## src/rtl/func_sequencer.sv

```systemverilog
// Queues operand pairs and runs the external cube-plus-product unit one pair at a time; results leave in order.
// Latency: function latency + 3 edges from pop to valid. Input stalls when the FIFO is full; results wait in HOLD.
module func_sequencer #(
    parameter int DEPTH   = 4,
    parameter int TIMEOUT = 255
) (
    input  logic                     clk_i,
    input  logic                     rst_i,
    input  logic [7:0]               in_a_bi,
    input  logic [7:0]               in_b_bi,
    input  logic                     in_valid_i,
    output logic                     in_ready_o,
    output logic [7:0]               fn_a_bo,
    output logic [7:0]               fn_b_bo,
    output logic                     fn_start_o,
    input  logic                     fn_busy_i,
    input  logic [23:0]              fn_result_bi,
    output logic [23:0]              out_result_bo,
    output logic                     out_valid_o,
    input  logic                     out_ready_i,
    output logic [$clog2(DEPTH):0]   fifo_count_bo,
    output logic                     busy_o,
    output logic                     err_o
);
    localparam int PW = $clog2(DEPTH);
    localparam int CW = PW + 1;
    localparam int WW = $clog2(TIMEOUT + 1);

    typedef enum logic [2:0] {IDLE, START, WAIT_ACK, WAIT_DONE, HOLD} state_t;

    state_t          state, state_nxt;
    logic [7:0]      mem_a [DEPTH];
    logic [7:0]      mem_b [DEPTH];
    logic [PW-1:0]   wr_ptr, rd_ptr;
    logic [CW-1:0]   count;
    logic [WW-1:0]   wd;
    logic            push, pop, capture, abort, out_take, wd_expired;

    assign in_ready_o    = (count < CW'(DEPTH));
    assign push          = in_valid_i && in_ready_o;
    assign fifo_count_bo = count;
    assign busy_o        = (state != IDLE) || (count != '0);
    assign wd_expired    = (wd == WW'(TIMEOUT - 1));

    always_comb begin
        state_nxt = state;
        pop       = 1'b0;
        capture   = 1'b0;
        abort     = 1'b0;
        out_take  = 1'b0;
        case (state)
            IDLE: begin
                if (count != '0) begin
                    pop       = 1'b1;
                    state_nxt = START;
                end
            end
            START: state_nxt = WAIT_ACK;
            WAIT_ACK: begin
                if (wd_expired) begin
                    abort     = 1'b1;
                    state_nxt = HOLD;
                end else if (fn_busy_i) begin
                    state_nxt = WAIT_DONE;
                end
            end
            WAIT_DONE: begin
                if (wd_expired) begin
                    abort     = 1'b1;
                    state_nxt = HOLD;
                end else if (!fn_busy_i) begin
                    capture   = 1'b1;
                    state_nxt = HOLD;
                end
            end
            HOLD: begin
                if (out_ready_i) begin
                    out_take  = 1'b1;
                    state_nxt = IDLE;
                end
            end
            default: state_nxt = IDLE;
        endcase
    end

    always_ff @(posedge clk_i or negedge rst_i) begin
        if (!rst_i) state <= IDLE;
        else        state <= state_nxt;
    end

    // Storage needs no reset: entries are only read after being written.
    always_ff @(posedge clk_i) begin
        if (push) begin
            mem_a[wr_ptr] <= in_a_bi;
            mem_b[wr_ptr] <= in_b_bi;
        end
    end

    always_ff @(posedge clk_i or negedge rst_i) begin
        if (!rst_i) begin
            wr_ptr        <= '0;
            rd_ptr        <= '0;
            count         <= '0;
            fn_a_bo       <= '0;
            fn_b_bo       <= '0;
            fn_start_o    <= 1'b0;
            out_result_bo <= '0;
            out_valid_o   <= 1'b0;
            err_o         <= 1'b0;
            wd            <= '0;
        end else begin
            fn_start_o <= pop;
            if (push) wr_ptr <= wr_ptr + 1'b1;
            if (pop) begin
                rd_ptr  <= rd_ptr + 1'b1;
                fn_a_bo <= mem_a[rd_ptr];
                fn_b_bo <= mem_b[rd_ptr];
            end
            if (push && !pop)      count <= count + 1'b1;
            else if (pop && !push) count <= count - 1'b1;
            // Watchdog spans the whole handshake, from START until the result or abort.
            if (state == START)
                wd <= '0;
            else if (state == WAIT_ACK || state == WAIT_DONE)
                wd <= wd + 1'b1;
            if (capture) begin
                out_result_bo <= fn_result_bi;
                out_valid_o   <= 1'b1;
            end else if (abort) begin
                out_result_bo <= 24'hFFFFFF;
                out_valid_o   <= 1'b1;
                err_o         <= 1'b1;
            end else if (out_take) begin
                out_valid_o   <= 1'b0;
            end
        end
    end
endmodule
```

## config.mk

```make
export PLATFORM = sky130hd
export DESIGN_NAME = func_sequencer
export DESIGN_NICKNAME = d
export VERILOG_FILES = /design/src/rtl/func_sequencer.sv
export SDC_FILE = /design/constraint.sdc
export NUM_CORES = 1
export LEC_CHECK = 0
export ABC_AREA = 0
export CAP_MARGIN = 20
export CORE_ASPECT_RATIO = 0.9
export CORE_MARGIN = 5
export CORE_UTILIZATION = 57
export DETAILED_ROUTE_END_ITERATION = 6
export PLACE_DENSITY = 0.85
export SLEW_MARGIN = 20
export SYNTH_ARGS = -nofsm -noshare
export SYNTH_HDL_FRONTEND = slang
export SYNTH_SLANG_ARGS = --single-unit
```

## constraint.sdc

```tcl
create_clock -name clk_i -period 6.12 [get_ports clk_i]
set_clock_uncertainty 0.05 [all_clocks]
set_input_delay 1.224 -clock clk_i [delete_from_list [all_inputs] [get_ports clk_i]]
set_output_delay 1.224 -clock clk_i [all_outputs]
set_load 0.03 [all_outputs]
```

# Word level (Yosys, flattened, before mapping)
# Memory sizes are Yosys's and may differ from the RTL's. A register that Yosys moved wholly into a read port is not among the register bits.
# Cells that the tools add are included.
[op_classes]
reduce_logical = 19
n_eq_ne = 9
n_mux = 27
order_cmp = 1
n_addsub = 5
bitwise = 1
[op_table]
columns = ["op", "n"]
rows = [
  ["$mux W24", 2],
  ["$mux W3", 8],
  ["$mux W8", 2],
  ["$pmux W3 S5", 1],
  ["$mux W1", 14],
  ["$reduce_bool A3 Y1", 3],
  ["$add A8 B1 Y8 const B", 1],
  ["$eq A8 B8 Y1 const B", 1],
  ["$eq A3 B2 Y1 const B", 2],
  ["$ne A3 B3 Y1 const B", 2],
  ["$reduce_bool A2 Y1", 3],
  ["$add A2 B1 Y2 const B", 2],
  ["$logic_not A1 Y1", 4],
  ["$ne A2 B2 Y1 const B", 2],
  ["$reduce_and A4 Y1", 1],
  ["$add A3 B1 Y3 const B", 1],
  ["$eq A3 B1 Y1 const B", 1],
  ["$eq A3 B3 Y1 const B", 1],
  ["$logic_and A1 B1 Y1", 3],
  ["$logic_not A3 Y1", 1],
  ["$lt A3 B3 Y1 const B", 1],
  ["$sub A3 B1 Y3 const B", 1],
  ["$logic_or A1 B1 Y1", 2],
  ["$reduce_and A2 Y1", 1],
  ["2 further kinds", 2],
]
[totals]
mem_bits_rw = 64
elab_cells = 73
memories = 2
register_bits = 45
[memory_table]
columns = ["memory", "depth", "word_bits", "rd", "rd_clocked_by_memory_dff", "wr", "line_no", "rtl"]
rows = [
  ["mem_a", 4, 8, 1, 1, 1, "32", "logic [7:0] mem_a [DEPTH];"],
  ["mem_b", 4, 8, 1, 1, 1, "33", "logic [7:0] mem_b [DEPTH];"],
]

# Logic depth before layout (Yosys ltp)
# Gate-level depths: netlist (run 1).
[logic_depth]
depth_word = 6
ltp_mapped = 10

# Worst setup path after synthesis (run 1)
# OpenSTA, ideal clock, no wires.
[synth_timing]
path_kind = "input to register"
from = "in in_valid_i"
to = "reg count[2], in the netlist fifo_count_bo[2]"
cell_stages = 8
setup_time_ps = 132
t_arrival_ps = 2495
setup_slack_ps = 3443
path_cell_list = "nor2b_1 clkbuf_1 ha_1 inv_1 fa_1 xor2_1 nor2_1 xnor2_1"
[synth_between]
elab_chain_len = 4
word_cells_on_any_way = 6
cone_classes = "1 x mux; 5 x reduce/logical"
[synth_rtl]
columns = ["item", "line_no", "rtl"]
rows = [
  ["start: declaration", "11", "input logic in_valid_i,"],
  ["$logic_and A1 B1 Y1 *", "40", "assign push = in_valid_i && in_ready_o;"],
  ["via push", "37", "logic push, pop, capture, abort, out_take, wd_expired;"],
  ["$logic_not A1 Y1", "120", "else if (pop && !push) count <= count - 1'b1;"],
  ["$logic_and A1 B1 Y1", "120", ""],
  ["$reduce_bool A2 Y1 (no source line)", "--", ""],
  ["end signal: assignment", "119", "if (push && !pop) count <= count + 1'b1;"],
  ["end signal: assignment", "120", ""],
  ["end: declaration", "35", "logic [CW-1:0] count;"],
]
# The timed path passes the listed nets; every way through them passes the cells marked *.
# A chain may end at the register's enable or synchronous reset.

# Worst setup path in the final report (run 1)
[layout_timing]
from = "reg state[1]"
to = "out busy_o"
[layout_between]
elab_chain_len = 2
[layout_rtl]
columns = ["item", "line_no", "rtl"]
rows = [
  ["start: declaration", "31", "state_t state, state_nxt;"],
  ["start signal: assignment", "88", "else state <= state_nxt;"],
  ["$reduce_bool A3 Y1", "42", "assign busy_o = (state != IDLE) || (count != '0);"],
  ["$logic_or A1 B1 Y1", "42", ""],
  ["end: declaration", "22", "output logic busy_o,"],
]
# Every way passes these cells.

==> impl_metrics.csv, run 1 <==
group,metric,value,unit
status,status,"completed",
routing,drc_errors,0,
die,initial_utilization,0.586,
timing,timing.fmax,296,MHz
clock_network,cts_root_buffer,"clkbuf_8",
setup_path,cp-end-kind,"primary output",
setup_path,crit_chain,"nor3_4 -> nand2_1 -> clkdlybuf4s50_1",
flow_run,drv_cap,0,
synth,yosys.area.top_type,"edfxtp_1",
global_route,grt_pass1_vias,3550,
global_route,globalRoute.totalOverflow,0,
timing,finalCritPeriodShare,0.552,
synth,synth_adder_area_share,0.0201,
placed_design,place.gp.congestion,0.772,
clock_network,clkLatencyLatePin,510,ps
clock_network,cts_tree,"done",
finish,drive_above_1_share,0.146,
global_route,grt_start_max_net_pins,62,
placed_design,dp_hpwl,7.04,mm
timing,fin_tns_setup,0,ps
finish,nets,513,
setup_path,crit_path_start_kind,"flop",
synth,synth_cell_types,45,
finish,area_growth,28.6,%
placed_design,placed_area,6270,sq um
timing,finalMaxSlewViolations,0,
timing,setup_viol,0,
synth,synth_compound_area_frac,0.0936,
setup_path,cp-startpoint,"state[1]$_DFFE_PN0P_",
clock_network,numCtsBuffers,17,
synth,yosysMostFrequentCell,"edfxtp_1",
hold_path,min_from,"err_o$_DFFE_PN0P_",
clock_network,cts_buffer_depth,2,
clock_network,ctsHoldBuffers,0,
global_route,antenna_found_initial,0,
synth,async_flop_share,0.488,
synth,synth_top_family_by_area,"multiplexers",
placed_design,io_buffer_count,92,
timing,tightest_slew,1120,ps
setup_path,critPathRequiredTime,4850,ps
synth,syn-num-nets,423,
routing,wl_per_cell,19.4,um
die,num_rows,33,
power,irDropWorstVdd,300,uV
global_route,grt_use_total,0.212,
synth,synthCells,370,
clock_network,clkTransAtPathRegs,60,ps
timing,relSlewSlack,0.252,
global_route,grt_pass1_wl,18.6,mm
die,die_w,112,um
synth,ys_warn_count,0,
synth,synth-simple-area-share,0.0831,
die,core-area,9130,sq um
routing,antenna_left,0,
routing,drt_first_pass_iters,4,
synth,synth-seq-cells,125,
clock_network,clkSinkCount,125,
synth,yosys.area_share.xor_xnor,0.00983,
finish,diodes,0,
die,dieArea,11400,sq um
die,num_io_pins,93,
clock_network,cts-resized-gates,0,
routing,finalWirelength,11.6,mm
synth,synth.area.mux_share,0.112,
synth,syn_area,5350,sq um
synth,ys.flop_type,"edfxtp_1",
synth,synth_top_area_frac,0.359,
routing,vias,3475,
setup_path,crit_path_max_fanout,13,
routing,drt_iter0_drc,242,
setup_path,cpPeakStageDelay,600,ps
clock_network,htreeDepth,4,
timing,min_period,3380,ps
timing,rsz0062_at_grt,"false",
setup_path,rr_startpoint,"wd[0]$_DFFE_PN0P_",
routing,viasPerCell,5.84,
power,p_per_area,546,nW/um^2
finish,stdcell_area,6870,sq um
clock_network,cts_setup_buffers,0,
setup_path,arrival,2110,ps
die,chipHeight,102,um
synth,netlist_top_cells_count,"edfxtp_1 (64), dfrtp_1 (61), nor2_1 (52)",
power,p_leak,2.59,nW
synth,synthTopCellsByArea,"edfxtp_1 (36%), dfrtp_1 (29%), a211oi_1 (6.7%)",
setup_path,critPathKind,"reg2out",
timing,hold_viol_final,0,
synth,syn-mean-instance-area,14.4,sq um
synth,synth-edff-count,64,
setup_path,cp_slowest_cell,"clkdlybuf4s50_1",
hold_path,min_path_type,"reg2reg",
synth,yosysSeqAreaShare,0.645,
[state kept, by name, summed over array words and instances (netlist names), 3 cells and up]
name,count
out_result_bo,24
fn_a_bo,8
state,3
wd,8
fn_b_bo,8
mem_a,32
fifo_count_bo,3
mem_b,32
[through the flow]
stage / instances / hold WS [ps] / total power [mW] / utilization / setup WS, ps
finish: 595 / 424 / 3.76 / 0.753 / 2740
global route: 595 / 448 / 3.95 / 0.753 / 2650
CTS: 594 / 435 / 3.77 / 0.752 / 2720
detailed placement: 562 / 419 / 2.77 / 0.688 / 2710
global placement: 562 / 413 / 2.71 / 0.688 / 2770
floorplan: 370 / 440 / 2.28 / - / 3440
[cells by family after synthesis]
| kind of cell | Yosys count |
|---|---|
| DFF | 125 |
| buffers and inverters | 33 |
| adders and majority gates | 8 |
| AOI/OAI and AO/OA | 69 |
| muxes | 36 |
| xor gates and xnor gates | 6 |
| and+or+nand+nor | 93 |
[cells in the final DEF, fill, tap and decap left out, drive strengths merged, types with 4 or more instances in the layout]
| cell | instances |
|---|---|
| clkdlybuf4s50 | 91 |
| edfxtp | 64 |
| dfrtp | 61 |
| nor2 | 52 |
| a211oi | 48 |
| clkbuf | 18 |
| mux2 | 17 |
| nand2 | 16 |
| mux4 | 16 |
| inv | 11 |
| o21ai | 7 |
| ha | 7 |
| and2 | 5 |
| xnor2 | 5 |
| buf | 5 |
| clkinv | 5 |
| a21oi | 4 |
| nand3 | 4 |
[layout make-up]
class | instances | area (sq um)
timing repair buffer | 96 | 950
clock inverter | 14 | 168
clock buffer | 18 | 418
tap | 122 | 153
inverter | 8 | 30.0
sequential | 125 | 3450
fill | 542 | 2250
multi-input combinational | 212 | 1710
[critical path, delay by kind of cell (launching register included)]
kind | cells | cell delay [ps]
buffers and inverters | 1 | 600
DFF | 1 | 560
and+or+nand+nor | 2 | 440
[metal layers]
| layer | part of all wire | global-route usage |
|---|---|---|
| met4 | 0.0086 | 0.0462 |
| met2 | 0.49 | 0.346 |
| met1 | 0.43 | 0.282 |
| met3 | 0.070 | 0.0734 |
| met5 | 0 | 0 |
[worst paths after layout]
check,slack (ps),to,cells past startpoint
worst min register to register,420,err_o$_DFFE_PN0P_,1
worst max register to register,3430,out_result_bo[14]$_DFFE_PN0P_,5
worst max-delay path,2740,busy_o,3
min in group asynchronous,830,out_valid_o$_DFFE_PN0P_,2
max in group asynchronous,4610,rd_ptr[0]$_DFFE_PN0P_,2
worst min-delay path,420,err_o$_DFFE_PN0P_,1
[power by group]
group / internal, mW / total, mW / switching (mW)
combinational: 0.649 / 1.40 / 0.750
sequential: 1.14 / 1.37 / 0.238
clock: 0.621 / 0.984 / 0.363
total: 2.40 / 3.76 / 1.35
(Power assumes the default switching activity.)
==> run 2, diff against run 1 <==
--- a/config.mk
+++ b/config.mk
@@ -9,9 +9,9 @@
 export CAP_MARGIN = 20
 export CORE_ASPECT_RATIO = 0.9
 export CORE_MARGIN = 5
-export CORE_UTILIZATION = 57
+export CORE_UTILIZATION = 48
 export DETAILED_ROUTE_END_ITERATION = 6
-export PLACE_DENSITY = 0.85
+export PLACE_DENSITY = 0.76
 export SLEW_MARGIN = 20
 export SYNTH_ARGS = -nofsm -noshare
 export SYNTH_HDL_FRONTEND = slang
==> constraint.sdc (replaced) <==
create_clock -name clk_i -period 3.1 [get_ports clk_i]
set_clock_uncertainty 0.05 [all_clocks]
set_input_delay 0.62 -clock clk_i [delete_from_list [all_inputs] [get_ports clk_i]]
set_output_delay 0.62 -clock clk_i [all_outputs]
set_load 0.03 [all_outputs]
==> run 2 against run 1 <==
Compared with the run above: die area rose by 17%; combinational power is 100% higher; critical endpoint unchanged; clock-buffer cell count is 1 higher; register-to-register slack lost 2600 ps; final area increased by 1.4%; sequential share of layout area down 0.71 points; total power up 96%; critical path type unchanged; clock power is 95% higher; wire length shrank 2.4%; largest cell class unchanged; critical path depth unchanged; sequential cell count unchanged.
==> impl_metrics.csv, run 2 (synthesis results as in run 1) <==
group,metric,value,unit
setup_path,rrSetupSlack,800,ps
routing,finalWirelength,11.3,mm
clock_network,clkTransAtPathRegs,60,ps
global_route,antenna_found_initial,0,
timing,fin_tns_setup,0,ps
die,num_rows,36,
timing,fin_ws,445,ps
setup_path,cp_slowest_cell,"clkdlybuf4s50_1",
routing,vias,3461,
clock_network,cts_root_buffer,"clkbuf_16",
setup_path,arrival,1980,ps
routing,met3_length,759,um
timing,tightest_slew,801,ps
placed_design,io_buffer_count,92,
placed_design,pre_cts_ws,599,ps
timing,timing.fmax,377,MHz
finish,area_growth,30.4,%
power,p_per_area,1060,nW/um^2
power,irDropWorstVdd,655,uV
routing,drc_errors,0,
setup_path,crit_path_max_fanout,13,
routing,routed.top_layer,"met4",
clock_network,ctsHoldBuffers,0,
setup_path,cp_top_family,"buffers and inverters",
global_route,globalRoute.totalOverflow,0,
placed_design,dpl.cell_count,602,
routing,drt_first_pass_iters,4,
die,num_io_pins,93,
die,dieArea,13400,sq um
finish,nFillCells,786,
setup_path,worst-path-buf-inv,1,
setup_path,cp-end-kind,"primary output",
clock_network,htreeDepth,4,
finish,largest_registers,"mem_a (32), mem_b (32), out_result_bo (24)",
power,p_leak,2.65,nW
finish,stdcell_count,634,
finish,diodes,0,
power,netSwitchingFraction,0.356,
clock_network,cts_buffer_depth,2,
finish,drive_above_1_share,0.164,
global_route,grt_pass1_wl,18.7,mm
timing,rsz0062_at_grt,"false",
timing,min_period,2650,ps
finish,multi_input_area,1710,sq um
setup_path,critPathKind,"reg2out",
finish,nets,522,
finish,final_common_cell,"clkdlybuf4s50_1",
setup_path,crit_chain,"nor3_4 -> nand2_1 -> clkdlybuf4s50_1",
finish,final_cell_mix,"clkdlybuf4s50_1 (91), edfxtp_1 (64), dfrtp_1 (61)",
hold_path,min_path_type,"in2async",
power,p_sw,2.63,mW
power,totalPowerFinal,7.38,mW
clock_network,cts_tree,"done",
power,power.internal,4.75,mW
placed_design,place.gp.congestion,0.775,
power,pwr-share-seq,0.358,
timing,hold_viol_final,0,
global_route,grt_pass1_vias,3549,
clock_network,cts-resized-gates,0,
power,pwr-share-comb,0.382,
die,chipHeight,110,um
global_route,grt_start_max_net_pins,27,
timing,setup_viol,0,
routing,drt-met1-wl,4.79,mm
global_route,grt_use_total,0.183,
routing,drt_iter0_drc,308,
finish,regArea,3450,sq um
timing,hold_ws,139,ps
power,pwr-share-clk,0.261,
die,initial_utilization,0.493,
routing,antenna_left,0,
timing,finalCritPeriodShare,0.856,
clock_network,clkLatencyLatePin,400,ps
routing,routed-wl-met2,5.64,mm
clock_network,clkSinkCount,125,
placed_design,dp_hpwl,7.27,mm
setup_path,cpPeakStageDelay,600,ps
status,status,"completed",
routing,viasPerCell,5.46,
clock_network,numCtsBuffers,17,
timing,finalMaxSlewViolations,0,
routing,wl_per_cell,17.8,um
timing,relSlewSlack,0.466,
setup_path,critPathRequiredTime,2430,ps
setup_path,crit_path_start_kind,"flop",
die,core-area,10900,sq um
die,die_w,121,um
clock_network,cts_setup_buffers,0,
flow_run,drv_cap,0,
## run 2: cell count changes in the layout (fill, tap and decap cells not counted)
cell        change
dfrtp_2         -1
clkinv_1        -2
clkbuf_16       +1
clkinv_2        +2
inv_8           -1
dfrtp_1         +1
buf_6           -1
bufinv_16       -1
clkinv_4        +2
buf_4          +10
clkinvlp_4      -1
## run 2: final cells by class
type	count	area share
clock buffer	19	0.0636
timing repair buffer	105	0.145
multi-input combinational	212	0.245
tap	152	0.0273
sequential	125	0.495
inverter	8	0.00431
clock inverter	13	0.0199
## run 2: power groups by stage
| stage | sequential [mW] | combinational, mW | clock (mW) |
|---|---|---|---|
| global placement | 2.63 | 2.76 | 0 |
| floorplan | 3.07 | 1.43 | 0 |
| global route | 2.70 | 3.05 | 2.04 |
| detailed placement | 2.66 | 2.84 | 0 |
| CTS | 2.64 | 2.86 | 1.96 |
| finish | 2.64 | 2.82 | 1.92 |
## run 2: worst paths after layout
path,start,endpoint,cells after the start
max in group asynchronous,rst_i,out_valid_o$_DFFE_PN0P_,2
worst max register to register,fifo_count_bo[2]$_DFFE_PN0P_,fifo_count_bo[2]$_DFFE_PN0P_,8
worst min register to register,err_o$_DFFE_PN0P_,err_o$_DFFE_PN0P_,1
worst max-delay path,state[1]$_DFFE_PN0P_,busy_o,3
worst min-delay path,rst_i,state[1]$_DFFE_PN0P_,1
min in group clk_i,err_o$_DFFE_PN0P_,err_o$_DFFE_PN0P_,1
## run 2: routing by layer
metal / GRT usage / vias to the layer above
met3: 0.0556 / 9
met4: 0.0592 / 0
met5: 0 / -
li1: - / 1593
met1: 0.237 / 1734
met2: 0.300 / 125
## run 2: worst register-to-register path, cell delays in order (launching register included)
cell	delay, ps
dfrtp_1	430
or3_4	420
nand2_4	240
ha_1	240
inv_1	60
fa_1	370
xor2_1	170
nor2_1	120
xnor2_1	130
## run 2: through the flow
stage / utilization / instance area [sq um]
2_1_floorplan: - / 5350
3_3_place_gp: 0.588 / 6390
3_5_place_dp: 0.588 / 6390
4_1_cts: 0.642 / 6970
5_1_grt: 0.642 / 6970
6_report: 0.642 / 6970
